**config.mk**
```make
export PLATFORM = sky130hd
export DESIGN_NAME = div_arbiter
export DESIGN_NICKNAME = d
export VERILOG_FILES = /design/src/rtl/div_arb_pkg.sv /design/src/rtl/div_arbiter_chk.sv /design/src/rtl/divider.sv /design/src/rtl/div_arbiter.sv
export SDC_FILE = /design/constraint.sdc
export NUM_CORES = 1
export LEC_CHECK = 0
export CAP_MARGIN = 0
export CORE_ASPECT_RATIO = 1.5
export CORE_MARGIN = 1.5
export CORE_UTILIZATION = 50
export DETAILED_ROUTE_END_ITERATION = 12
export MAX_ROUTING_LAYER = met4
export PLACE_DENSITY = 0.82
export SYNTH_ARGS = -nofsm -noshare
export SYNTH_HDL_FRONTEND = slang
export SYNTH_SLANG_ARGS = --single-unit
export TNS_END_PERCENT = 50
```
**constraint.sdc**
```tcl
create_clock -name clk_in -period 29.5 [get_ports clk_in]
set_input_delay 8.85 -clock clk_in [delete_from_list [all_inputs] [get_ports clk_in]]
set_output_delay 8.85 -clock clk_in [all_outputs]
set_load 0.03 [all_outputs]
```
**src/rtl/div_arb_pkg.sv**
```systemverilog
// Shared types and defaults for the divider arbiter.
package div_arb_pkg;

    localparam int DIV_ARB_WIDTH = 32;

    typedef enum logic [1:0] {
        IDLE   = 2'd0,
        ISSUE  = 2'd1,
        WAIT   = 2'd2,
        RETURN = 2'd3
    } div_arb_state_t;

    typedef logic grant_t;

endpackage

```
**src/rtl/div_arbiter_chk.sv**
```systemverilog
// Protocol properties of the divider arbiter.
module div_arbiter_chk (
    input logic clk_in,
    input logic rst_in,
    input logic issue_i,
    input logic div_busy_i,
    input logic idle_i,
    input logic ready0_i,
    input logic ready1_i
);

    a_issue_div_idle: assert property (@(posedge clk_in) disable iff (rst_in) issue_i |-> !div_busy_i);
    a_one_ready:      assert property (@(posedge clk_in) disable iff (rst_in) !(ready0_i && ready1_i));
    a_ready_in_idle:  assert property (@(posedge clk_in) disable iff (rst_in) (ready0_i || ready1_i) |-> idle_i);

endmodule

```
**src/rtl/divider.sv**
```systemverilog
// Iterative unsigned restoring divider: one quotient bit per cycle, result WIDTH+1 cycles after start.
module divider #(
    parameter int WIDTH = 32
) (
    input  logic             clk_in,
    input  logic             rst_in,
    input  logic             data_valid_in,
    input  logic [WIDTH-1:0] dividend_in,
    input  logic [WIDTH-1:0] divisor_in,
    output logic             data_valid_out,
    output logic [WIDTH-1:0] quotient_out,
    output logic [WIDTH-1:0] remainder_out,
    output logic             error_out,
    output logic             busy_out
);

    localparam int CW = $clog2(WIDTH + 1);

    logic             busy_q, busy_d, done_q, done_d, err_q, err_d;
    logic [CW-1:0]    count_q, count_d;
    logic [WIDTH-1:0] quo_q, quo_d, rem_q, rem_d, dsr_q, dsr_d;
    logic [WIDTH:0]   trial_s, diff_s;

    // Shift one dividend bit into the partial remainder and subtract when it fits.
    always_comb begin
        busy_d  = busy_q;
        count_d = count_q;
        quo_d   = quo_q;
        rem_d   = rem_q;
        dsr_d   = dsr_q;
        err_d   = err_q;
        done_d  = 1'b0;
        trial_s = {rem_q, quo_q[WIDTH-1]};
        diff_s  = trial_s - {1'b0, dsr_q};
        if (busy_q) begin
            if (trial_s >= {1'b0, dsr_q}) begin
                rem_d = diff_s[WIDTH-1:0];
                quo_d = {quo_q[WIDTH-2:0], 1'b1};
            end else begin
                rem_d = trial_s[WIDTH-1:0];
                quo_d = {quo_q[WIDTH-2:0], 1'b0};
            end
            count_d = count_q - CW'(1);
            if (count_q == CW'(1)) begin
                busy_d = 1'b0;
                done_d = 1'b1;
            end else begin
                done_d = 1'b0;
            end
        end else if (data_valid_in) begin
            busy_d  = 1'b1;
            count_d = CW'(WIDTH);
            quo_d   = dividend_in;
            rem_d   = {WIDTH{1'b0}};
            dsr_d   = divisor_in;
            err_d   = (divisor_in == {WIDTH{1'b0}});
        end else begin
            busy_d = 1'b0;
        end
    end

    always_ff @(posedge clk_in or posedge rst_in) begin
        if (rst_in) begin
            busy_q  <= 1'b0;
            done_q  <= 1'b0;
            err_q   <= 1'b0;
            count_q <= {CW{1'b0}};
            quo_q   <= {WIDTH{1'b0}};
            rem_q   <= {WIDTH{1'b0}};
            dsr_q   <= {WIDTH{1'b0}};
        end else begin
            busy_q  <= busy_d;
            done_q  <= done_d;
            err_q   <= err_d;
            count_q <= count_d;
            quo_q   <= quo_d;
            rem_q   <= rem_d;
            dsr_q   <= dsr_d;
        end
    end

    assign data_valid_out = done_q;
    assign quotient_out   = quo_q;
    assign remainder_out  = rem_q;
    assign error_out      = err_q;
    assign busy_out       = busy_q;

endmodule

```
**src/rtl/div_arbiter.sv**
```systemverilog
// Shares one iterative divider between two requesters, one job at a time.
// Define DIV_ARB_ROUND_ROBIN_EN for round-robin tie-break; otherwise requester 0 has fixed priority.
module div_arbiter
    import div_arb_pkg::*;
#(
    parameter int WIDTH = DIV_ARB_WIDTH
) (
    input  logic             clk_in,
    input  logic             rst_in,
    input  logic             req0_valid_in,
    input  logic [WIDTH-1:0] req0_dividend_in,
    input  logic [WIDTH-1:0] req0_divisor_in,
    output logic             req0_ready_out,
    input  logic             req1_valid_in,
    input  logic [WIDTH-1:0] req1_dividend_in,
    input  logic [WIDTH-1:0] req1_divisor_in,
    output logic             req1_ready_out,
    output logic [WIDTH-1:0] res0_quotient_out,
    output logic [WIDTH-1:0] res0_remainder_out,
    output logic             res0_error_out,
    output logic             res0_valid_out,
    output logic [WIDTH-1:0] res1_quotient_out,
    output logic [WIDTH-1:0] res1_remainder_out,
    output logic             res1_error_out,
    output logic             res1_valid_out,
    output logic             busy_out
);

    div_arb_state_t   state_q, state_d;
    grant_t           grant_q, grant_d, grant_sel_s, res_id_s;
    logic [WIDTH-1:0] dividend_q, dividend_d, divisor_q, divisor_d;
    logic [WIDTH-1:0] sel_dividend_s, sel_divisor_s, res_quo_s, res_rem_s;
    logic             res_err_s, load_res_s, accept_s, div_start_s;
    logic [WIDTH-1:0] res0_quo_q, res0_rem_q, res1_quo_q, res1_rem_q;
    logic             res0_err_q, res1_err_q, res0_valid_q, res1_valid_q, busy_q;
    logic             div_valid_s, div_err_s, div_busy_s;
    logic [WIDTH-1:0] div_quo_s, div_rem_s;

`ifdef DIV_ARB_ROUND_ROBIN_EN
    grant_t last_grant_q;

    // Remember who won the last acceptance; starts at 1 so requester 0 wins the first tie.
    always_ff @(posedge clk_in or posedge rst_in) begin
        if (rst_in) begin
            last_grant_q <= 1'b1;
        end else if (accept_s) begin
            last_grant_q <= grant_sel_s;
        end
    end
`endif

    always_comb begin
        grant_sel_s = 1'b0;
        if (req0_valid_in && req1_valid_in) begin
`ifdef DIV_ARB_ROUND_ROBIN_EN
            grant_sel_s = ~last_grant_q;
`else
            grant_sel_s = 1'b0;
`endif
        end else if (req0_valid_in) begin
            grant_sel_s = 1'b0;
        end else begin
            grant_sel_s = 1'b1;
        end
    end

    assign accept_s       = (state_q == IDLE) && (req0_valid_in || req1_valid_in);
    assign req0_ready_out = accept_s && (grant_sel_s == 1'b0);
    assign req1_ready_out = accept_s && (grant_sel_s == 1'b1);
    assign sel_dividend_s = grant_sel_s ? req1_dividend_in : req0_dividend_in;
    assign sel_divisor_s  = grant_sel_s ? req1_divisor_in  : req0_divisor_in;
    assign div_start_s    = (state_q == ISSUE);

    always_comb begin
        state_d    = state_q;
        grant_d    = grant_q;
        dividend_d = dividend_q;
        divisor_d  = divisor_q;
        load_res_s = 1'b0;
        res_id_s   = grant_q;
        res_quo_s  = {WIDTH{1'b0}};
        res_rem_s  = {WIDTH{1'b0}};
        res_err_s  = 1'b0;
        case (state_q)
            IDLE: begin
                if (accept_s) begin
                    grant_d    = grant_sel_s;
                    dividend_d = sel_dividend_s;
                    divisor_d  = sel_divisor_s;
                    // A zero divisor never reaches the divider; its result is known now.
                    if (sel_divisor_s == {WIDTH{1'b0}}) begin
                        state_d    = RETURN;
                        load_res_s = 1'b1;
                        res_id_s   = grant_sel_s;
                        res_err_s  = 1'b1;
                    end else begin
                        state_d = ISSUE;
                    end
                end else begin
                    state_d = IDLE;
                end
            end
            ISSUE: begin
                state_d = WAIT;
            end
            WAIT: begin
                if (div_valid_s) begin
                    state_d    = RETURN;
                    load_res_s = 1'b1;
                    res_quo_s  = div_quo_s;
                    res_rem_s  = div_rem_s;
                    res_err_s  = div_err_s | (divisor_q == {WIDTH{1'b0}});
                end else begin
                    state_d = WAIT;
                end
            end
            RETURN: begin
                state_d = IDLE;
            end
            default: begin
                state_d = IDLE;
            end
        endcase
    end

    always_ff @(posedge clk_in or posedge rst_in) begin
        if (rst_in) begin
            state_q    <= IDLE;
            grant_q    <= 1'b0;
            dividend_q <= {WIDTH{1'b0}};
            divisor_q  <= {WIDTH{1'b0}};
            busy_q     <= 1'b0;
        end else begin
            state_q    <= state_d;
            grant_q    <= grant_d;
            dividend_q <= dividend_d;
            divisor_q  <= divisor_d;
            busy_q     <= (state_d != IDLE);
        end
    end

    // Result registers load on entry to RETURN so the valid pulse and the data appear together.
    always_ff @(posedge clk_in or posedge rst_in) begin
        if (rst_in) begin
            res0_quo_q   <= {WIDTH{1'b0}};
            res0_rem_q   <= {WIDTH{1'b0}};
            res0_err_q   <= 1'b0;
            res0_valid_q <= 1'b0;
            res1_quo_q   <= {WIDTH{1'b0}};
            res1_rem_q   <= {WIDTH{1'b0}};
            res1_err_q   <= 1'b0;
            res1_valid_q <= 1'b0;
        end else begin
            res0_valid_q <= load_res_s && (res_id_s == 1'b0);
            res1_valid_q <= load_res_s && (res_id_s == 1'b1);
            if (load_res_s && (res_id_s == 1'b0)) begin
                res0_quo_q <= res_quo_s;
                res0_rem_q <= res_rem_s;
                res0_err_q <= res_err_s;
            end
            if (load_res_s && (res_id_s == 1'b1)) begin
                res1_quo_q <= res_quo_s;
                res1_rem_q <= res_rem_s;
                res1_err_q <= res_err_s;
            end
        end
    end

    assign res0_quotient_out  = res0_quo_q;
    assign res0_remainder_out = res0_rem_q;
    assign res0_error_out     = res0_err_q;
    assign res0_valid_out     = res0_valid_q;
    assign res1_quotient_out  = res1_quo_q;
    assign res1_remainder_out = res1_rem_q;
    assign res1_error_out     = res1_err_q;
    assign res1_valid_out     = res1_valid_q;
    assign busy_out           = busy_q;

    divider #(.WIDTH(WIDTH)) u_divider (
        .clk_in         (clk_in),
        .rst_in         (rst_in),
        .data_valid_in  (div_start_s),
        .dividend_in    (dividend_q),
        .divisor_in     (divisor_q),
        .data_valid_out (div_valid_s),
        .quotient_out   (div_quo_s),
        .remainder_out  (div_rem_s),
        .error_out      (div_err_s),
        .busy_out       (div_busy_s)
    );

    div_arbiter_chk u_chk (
        .clk_in     (clk_in),
        .rst_in     (rst_in),
        .issue_i    (div_start_s),
        .div_busy_i (div_busy_s),
        .idle_i     (state_q == IDLE),
        .ready0_i   (req0_ready_out),
        .ready1_i   (req1_ready_out)
    );

endmodule

```
# [Yosys cells after proc, flatten, opt, wreduce, memory -nomap -nowiden]
# Index checks and enable logic that the tools add are counted.
[totals] register_bits=305 in_bits=132 out_inout_bits=135 word_cells=79
[op_classes] add_sub_neg=2 n_lt_le_gt_ge=1 eq_ne=4 mux=34 n_bitwise=4 n_reduce_logical=14
[ops] op="$mux W32" count=11
[ops] op="$logic_not A32 Y1" count=2
[ops] op="$ge A33 B32 Y1" count=1
[ops] op="$sub A32 B32 Y32" count=1
[ops] op="$mux W1" count=16
[ops] op="$mux W6" count=2
[ops] op="$pmux W2 S4" count=1
[ops] op="$eq A6 B1 Y1 const B" count=1
[ops] op="$logic_and A1 B1 Y1" count=6
[ops] op="$sub A6 B1 Y6 const B" count=1
[ops] op="$eq A2 B2 Y1 const B" count=2
[ops] op="$mux W2" count=2
[ops] op="$pmux W1 S2" count=2
[ops] op="$reduce_and A2 Y1" count=2
[ops] op="$reduce_bool A2 Y1" count=2
[ops] op="$not A1 Y1" count=3
[ops] op="$eq A2 B1 Y1 const B" count=1
[ops] op="$logic_not A2 Y1" count=1
[ops] op="$logic_or A1 B1 Y1" count=1
[ops] op="$or A1 B1 Y1" count=1

# [Depth between registers and ports, before layout]
# Gate-level depths: netlist of run 1.
[depth] depth_word=9 ltp_mapped=13 ltp_nobuf=12

# [By module]
# Synthesis of run 1 repeated with hierarchy kept, for this count alone.
[unflattened] cells_unflattened=1416 area_unflattened_um2=14865.5
[modules_own_cells] mod="div_arbiter" instances=1 cells_each=639 area_per_inst_um2=8087.8 seq_area_each_um2=5004.8
[modules_own_cells] mod="divider" instances=1 cells_each=777 area_per_inst_um2=6777.8 seq_area_each_um2=2627.5

# [Worst setup path before layout of run 1]
# No wires, ideal clock.
[synth_path] path_kind="input to output" startpoint="input req0_valid_in" endpoint="output req0_ready_out" arrival_time_ns=10.193 required_time_ns=20.650 slack_ns=10.457 cell_stages=4 path_buffers=3 cell_sequence="buf_2 -> buf_1 -> clkbuf_1 -> and2_1"
[synth_between] elab_chain_len=4 word_cells_on_any_way=7 classes_between="mux: 2; bitwise: 1; reduce/logical: 4"
[synth_rtl] item="start: declaration" line="div_arbiter.sv:10" source="input logic req0_valid_in,"
[synth_rtl] item="$mux W1 / $logic_and A1 B1 Y1 (equally long branches)" line="div_arbiter.sv:60, div_arbiter.sv:54"
[synth_rtl] item="$mux W1" line="div_arbiter.sv:54" source="if (req0_valid_in && req1_valid_in) begin"
[synth_rtl] item="$not A1 Y1" line="div_arbiter.sv:68" source="assign req0_ready_out = accept_s && (grant_sel_s == 1'b0);"
[synth_rtl] item="$logic_and A1 B1 Y1 (*)" line="div_arbiter.sv:68"
[synth_rtl] item="end: declaration" line="div_arbiter.sv:13" source="output logic req0_ready_out,"
# Mark *: on every way between the ends. The rest lies on a longest branch, timed or not.

# [Final worst setup path of run 1]
[layout_path] startpoint="input req1_valid_in" endpoint="output req1_ready_out"
[layout_between] elab_chain_len=3 word_cells_on_any_way=5 classes_between="mux: 1; reduce/logical: 4"
[layout_rtl] item="start: declaration" line="div_arbiter.sv:14" source="input logic req1_valid_in,"
[layout_rtl] item="$logic_and A1 B1 Y1 / $logic_or A1 B1 Y1 (equally long branches)" line="div_arbiter.sv:54, div_arbiter.sv:67"
[layout_rtl] item="$mux W1 / $logic_and A1 B1 Y1 (equally long branches)" line="div_arbiter.sv:54, div_arbiter.sv:67"
[layout_rtl] item="$logic_and A1 B1 Y1 (*)" line="div_arbiter.sv:69" source="assign req1_ready_out = accept_s && (grant_sel_s == 1'b1);"
[layout_rtl] item="end: declaration" line="div_arbiter.sv:17" source="output logic req1_ready_out,"
# Marks and branches as above.

==> flow_metrics.tcl, run 1 <==
set metrics [dict create \
    status "completed" \
    yosysUniqueCellTypes 73 \
    routed_wl_um 38700 \
    rsz0062_at_grt "false" \
    cts_tree "yes" \
    nFillCells 2252 \
    dieArea_um2 29900 \
    vias_per_cell 5.89 \
    met3_wirelength_um 1500 \
    final-max-slew-violation-count 0 \
    finClkSkew_ns 0.0178 \
    worst_slew_pin_slew_ns 1.15 \
    drive_gt1_share_pct 6.16 \
    syn_area_per_cell_um2 10.6 \
    dpl.hpwl_um 27500 \
    syn_nets 1530 \
    drc 0 \
    cp.required_ns 20.65 \
    antenna_found_initial 0 \
    drt_iter0_drc 587 \
    grt_pass1_vias 11800 \
    clk_latency_ns 0.57 \
    wl_met2_um 20900 \
    die_w_um 142 \
    num_antenna_cells 0 \
    clk_pin_slew_worst_paths_ns 0.07 \
    numCtsBuffers 28 \
    critPathMaxFanout 44 \
    finalPower_w 0.00220 \
    netlist_instances 1360 \
    slew-limit-headroom_pct 23.5 \
    leakagePower_nw 8.23 \
    yosysSeqAreaShare_pct 52.8 \
    end_kind "primary output" \
    ys_seq_elements 305 \
    ys.flop_type "dfrtp_1" \
    synth_area_um2 14400 \
    path_class "in -> out" \
    finalCriticalPeriod_ns 19.74 \
    ctsHoldBuffers 0 \
    peakVddDrop_uv 88.7 \
    gp_congestion 0.926 \
    detail_route.wl_per_cell_um 19.9 \
    routed.top_layer "met4" \
    rows 76 \
    synthArstFlopShare_pct 100 \
    p_per_area_nw_per_um2 121 \
    fmax_mhz 50.7 \
    nNetsFinal 1743 \
    hold_class "reg -> reg" \
    multiInputGateArea_um2 6210 \
    final_common_cell "dfrtp_1" \
    synth-edff-count 0 \
    grt-ovfl-total 0 \
    ys_warn_count 0 \
    grt_start_max_net_pins 181 \
    core_um2 28500 \
    setup_viol 0 \
    cts_resized 0 \
    die_h_um 211 \
    root_buffer "clkbuf_16" \
    ios 267 \
    post-route-period-util_pct 66.9 \
    cp_data_arrival_time_ns 10.89 \
    grt_first_pass_wirelength_um 61900 \
    hold_viol_final 0 \
    setup_tns_ns 0 \
    wl_met1_um 14500 \
    syn2layout_area_growth_pct 26.3 \
    cts_setup_buffers 0 \
    num_vias 11400 \
    ant_nets 0 \
    firstDrtPassIters 5 \
    initial_core_util_pct 50.6 \
    regArea_um2 7640 \
    final_util_pct 64.0 \
    setup_slack_ns 9.76 \
    grtUsageTotal_pct 27.0 \
    cp-start-kind "primary input" \
    cts_htree_levels 1 \
    io_buffer_count 266 \
    max_cap_violations 0 \
    final_cell_mix "304 x dfrtp_1, 265 x clkdlybuf4s50_1, 190 x nand2_1" \
    post-place-ws_ns 9.79 \
    clockBufferDepth 3 \
    cts.sinks 305 \
]
-- registers in the layout (all words and copies together), names as in the netlist --
| name | count |
|---|---|
| busy_out | 1 |
| dividend_q | 32 |
| divisor_q | 32 |
| grant_q | 1 |
| res0_error_out | 1 |
| res0_quotient_out | 32 |
| res0_remainder_out | 32 |
| res0_valid_out | 1 |
| res1_error_out | 1 |
| res1_quotient_out | 32 |
| res1_remainder_out | 32 |
| res1_valid_out | 1 |
| state_q | 2 |
| u_divider.busy_out | 1 |
| u_divider.count_q | 6 |
| u_divider.data_valid_out | 1 |
| u_divider.dsr_q | 32 |
| u_divider.error_out | 1 |
| u_divider.quotient_out | 32 |
| u_divider.remainder_out | 32 |
-- area by class of cell --
class	count	share of cell area, %
Sequential cell	305	41.8
Multi-Input combinational cell	909	34.0
Timing Repair Buffer	277	15.1
Tap cell	351	2.41
Clock buffer	38	4.43
Inverter	52	1.11
Clock inverter	11	1.08
-- critical path, cell delays in order --
cell and delay [ns]:
clkdlybuf4s50_1 0.44, o21ai_4 0.80, nor2_1 0.14, clkdlybuf4s50_1 0.65
-- report_power, final --
group | leakage, nW | switching, W | internal [W]
Clock | 0.493 | 0.000161 | 0.000235
Combinational | 3.77 | 0.000616 | 0.000465
Sequential | 3.96 | 0.000143 | 0.000582
Total | 8.23 | 0.000921 | 0.00128
-- synthesized netlist by cell type, drive strengths merged, types with 4 or more instances --
| cell | instances | share of area [%] |
|---|---|---|
| nor2b | 7 | 0.36 |
| clkbuf | 50 | 1.3 |
| xor2 | 7 | 0.42 |
| nand4 | 12 | 0.56 |
| inv | 52 | 1.4 |
| ha | 37 | 3.2 |
| nor2 | 32 | 0.92 |
| dfrtp | 305 | 53 |
| nand3 | 21 | 0.76 |
| o31ai | 5 | 0.36 |
| o221ai | 8 | 0.48 |
| a21oi | 37 | 1.3 |
| a211oi | 4 | 0.21 |
| nor4 | 23 | 1.0 |
| or3b | 8 | 0.48 |
| o211ai | 15 | 0.78 |
| a22o | 135 | 8.2 |
| buf | 44 | 1.7 |
| mux2i | 96 | 6.7 |
| mux2 | 8 | 0.75 |
| nor3 | 7 | 0.24 |
| o21ai | 154 | 5.3 |
| nand2b | 6 | 0.26 |
| a21o | 19 | 1.0 |
| o21bai | 4 | 0.21 |
| a31oi | 7 | 0.30 |
| xnor2 | 20 | 1.2 |
| nand2 | 192 | 5.0 |
-- through the flow --
stage | cells | cell area (um2) | hold slack (ns)
2_1_floorplan | 1360 | 14400 | 0.437
3_3_place_gp | 1894 | 17200 | 0.461
3_5_place_dp | 1894 | 17200 | 0.471
4_1_cts | 1943 | 18300 | 0.485
5_1_grt | 1943 | 18300 | 0.508
6_report | 1943 | 18300 | 0.477
-- path summary, 6_finish.rpt --
path | end | cells past startpoint | slack (ns) | from
max reg2reg | u_divider.remainder_out[28] | 11 | 25.91 | u_divider.remainder_out[12]
min in group asynchronous | res1_quotient_out[22] | 2 | 8.82 | rst_in
min | res0_error_out | 2 | 0.48 | res0_error_out
max in group asynchronous | u_divider.busy_out | 3 | 19.02 | rst_in
max | req1_ready_out | 4 | 9.76 | req1_valid_in
min reg2reg | res0_error_out | 2 | 0.48 | res0_error_out
-- kinds of logic (layout without fill, tap and decap cells) --
family,after synthesis,in the layout,share of synthesized area [%]
adder cells (fa/ha/maj),38,38,3.34
buffers and inverters,146,378,4.37
AO/OA/AOI/OAI,415,415,19.9
XOR/XNOR,27,27,1.64
AND/OR/NAND/NOR,325,325,10.5
multiplexers,104,104,7.40
flip-flops,305,305,52.8
-- layer usage --
metal	GRT usage (%)	vias to the layer above
met5	-	-
met1	29.4	5697
li1	-	5342
met3	3.29	95
met2	48.4	306
met4	13.1	0
Note: power is estimated with default switching activity, not from simulation.
==> inputs of run 2 (changes only) <==
==> constraint.sdc (replaced) <==
create_clock -name clk_in -period 18.9 [get_ports clk_in]
set_input_delay 5.67 -clock clk_in [delete_from_list [all_inputs] [get_ports clk_in]]
set_output_delay 5.67 -clock clk_in [all_outputs]
set_load 0.03 [all_outputs]
==> run 2 against run 1 <==
Net effect:
- clock power up 58%
- core utilization is essentially flat
- combinational power increased by 55%
- non-clock buffer count shrank 2
- register-to-register slack got worse by 11 ns
- via count decreased by 0.91%
- clock skew down 0.0051 ns
- routed wire length shrank 1.5%
- die area is the same
- final area barely moved
- sequential share of layout area is essentially flat
- critical path type unchanged
- critical endpoint unchanged
- largest power group unchanged
==> flow_metrics.tcl, run 2 (same netlist as run 1, synthesis figures left out) <==
set metrics [dict create \
    initial_core_util_pct 50.6 \
    clk_latency_ns 0.56 \
    vias_per_cell 5.83 \
    slew-limit-headroom_pct 22.8 \
    p_per_area_nw_per_um2 188 \
    syn2layout_area_growth_pct 26.4 \
    numCtsBuffers 28 \
    clockBufferDepth 3 \
    ant_nets 0 \
    dpl.hpwl_um 27300 \
    max_stage_delay_ns 0.80 \
    cp-start-kind "primary input" \
    grt-ovfl-total 0 \
    path_cells "clkdlybuf4s50_1 > o21ai_4 > nor2_1 > clkdlybuf4s50_1" \
    final_common_cell "dfrtp_1" \
    gp_congestion 0.922 \
    max_cap_violations 0 \
    setup_tns_ns 0 \
    cp.required_ns 13.23 \
    clk_pin_slew_worst_paths_ns 0.06 \
    detail_route.wl_per_cell_um 19.6 \
    drc 0 \
    status "completed" \
    worst_slew_pin_slew_ns 1.16 \
    finClkSkew_ns 0.0127 \
    drive_gt1_share_pct 6.15 \
    io_buffer_count 266 \
    antenna_found_initial 0 \
    path_class "in -> out" \
    num_vias 11300 \
    routed_wl_um 38200 \
    switching_share_pct 41.5 \
    ios 267 \
    die_w_um 142 \
    fmax_mhz 74.9 \
    cpMaxStageDelayCell "o21ai_4" \
    combPwrFrac_pct 48.7 \
    final-max-slew-violation-count 0 \
    finalPower_w 0.00343 \
    ctsHoldBuffers 0 \
    root_buffer "clkbuf_16" \
    grt_first_pass_wirelength_um 61400 \
    dieArea_um2 29900 \
    cts_tree "yes" \
    drt_iter0_drc 451 \
    cts_resized 0 \
    peakVddDrop_uv 152 \
    nNetsFinal 1741 \
    cts.sinks 305 \
    cpMostUsedCell "clkdlybuf4s50_1" \
    hold_viol_final 0 \
    rsz0062_at_grt "false" \
    sequentialPowerShare_pct 33.1 \
    cts_htree_levels 1 \
    cts_setup_buffers 0 \
    hold_class "reg -> reg" \
    num_antenna_cells 0 \
    final_cell_mix "304 x dfrtp_1, 265 x clkdlybuf4s50_1, 190 x nand2_1" \
    setup_viol 0 \
    cp_data_arrival_time_ns 7.69 \
    post-route-period-util_pct 70.7 \
    grt_pass1_vias 11800 \
    end_kind "primary output" \
    finalCriticalPeriod_ns 13.36 \
    leakagePower_nw 8.23 \
    die_h_um 211 \
    rows 76 \
    internal_power_w 0.00201 \
    power.switching_w 0.00142 \
    clockPowerShare_pct 18.2 \
    core_um2 28500 \
    grt_start_max_net_pins 182 \
    grtUsageTotal_pct 26.7 \
    final_util_pct 64.0 \
    firstDrtPassIters 5 \
    critPathMaxFanout 44 \
]
[run 2: cell count changes in the layout (fill, tap and decap cells not counted), sizes merged]
cell | previous run | this run
clkinv | 4 | 6
bufinv | 5 | 6
clkbuf | 38 | 37
clkinvlp | 1 | 2
buf | 12 | 10
[run 2: layout make-up]
| type | instances | area, um2 |
|---|---|---|
| clock buffers | 37 | 785 |
| clock inverters | 15 | 245 |
| fillers | 2186 | 10300 |
| inverters | 52 | 203 |
| multi-input cells | 909 | 6210 |
| flip-flops and latches | 305 | 7640 |
| well taps | 351 | 439 |
| repair buffers | 275 | 2740 |
[run 2: per-layer routing]
layer  global-route usage, %  wire [um]
met4                    11.1       1540
met5                       -          0
met1                    29.9      14400
met3                    2.88       1380
met2                    48.2      20800
[run 2: power by group through the flow]
stage / clock network (W) / logic (W) / registers (W)
global placement: 0 / 0.00162 / 0.00114
finish: 0.000625 / 0.00167 / 0.00113
floorplan: 0 / 0.00113 / 0.00118
detailed placement: 0 / 0.00166 / 0.00114
global route: 0.000662 / 0.00184 / 0.00116
CTS: 0.000636 / 0.00167 / 0.00113
[run 2: per-stage QoR]
step	hold WS, ns	instances	setup WS (ns)	cell area [um2]
global placement	0.461	1892	5.55	17200
global route	0.506	1944	5.38	18300
finish	0.478	1944	5.54	18300
floorplan	0.437	1360	4.80	14400
CTS	0.484	1944	5.52	18300
detailed placement	0.470	1892	5.53	17200
[run 2: worst paths after layout]
path	startpoint	to	slack, ns	cells past startpoint
setup reg to reg	u_divider.remainder_out[14]	u_divider.remainder_out[28]	14.95	10
hold reg to reg	res0_error_out	res0_error_out	0.48	2
min in group asynchronous	rst_in	res1_quotient_out[29]	5.66	2
setup / recovery	req1_valid_in	req1_ready_out	5.54	4
hold / removal	res0_error_out	res0_error_out	0.48	2
max in group asynchronous	rst_in	u_divider.busy_out	11.73	3
[run 2: critical path: cells and delay by family]
| kind | cells | cell delay (ns) |
|---|---|---|
| AOI/OAI and AO/OA | 1 | 0.80 |
| buffers and inverters | 2 | 1.09 |
| and+or+nand+nor | 1 | 0.12 |
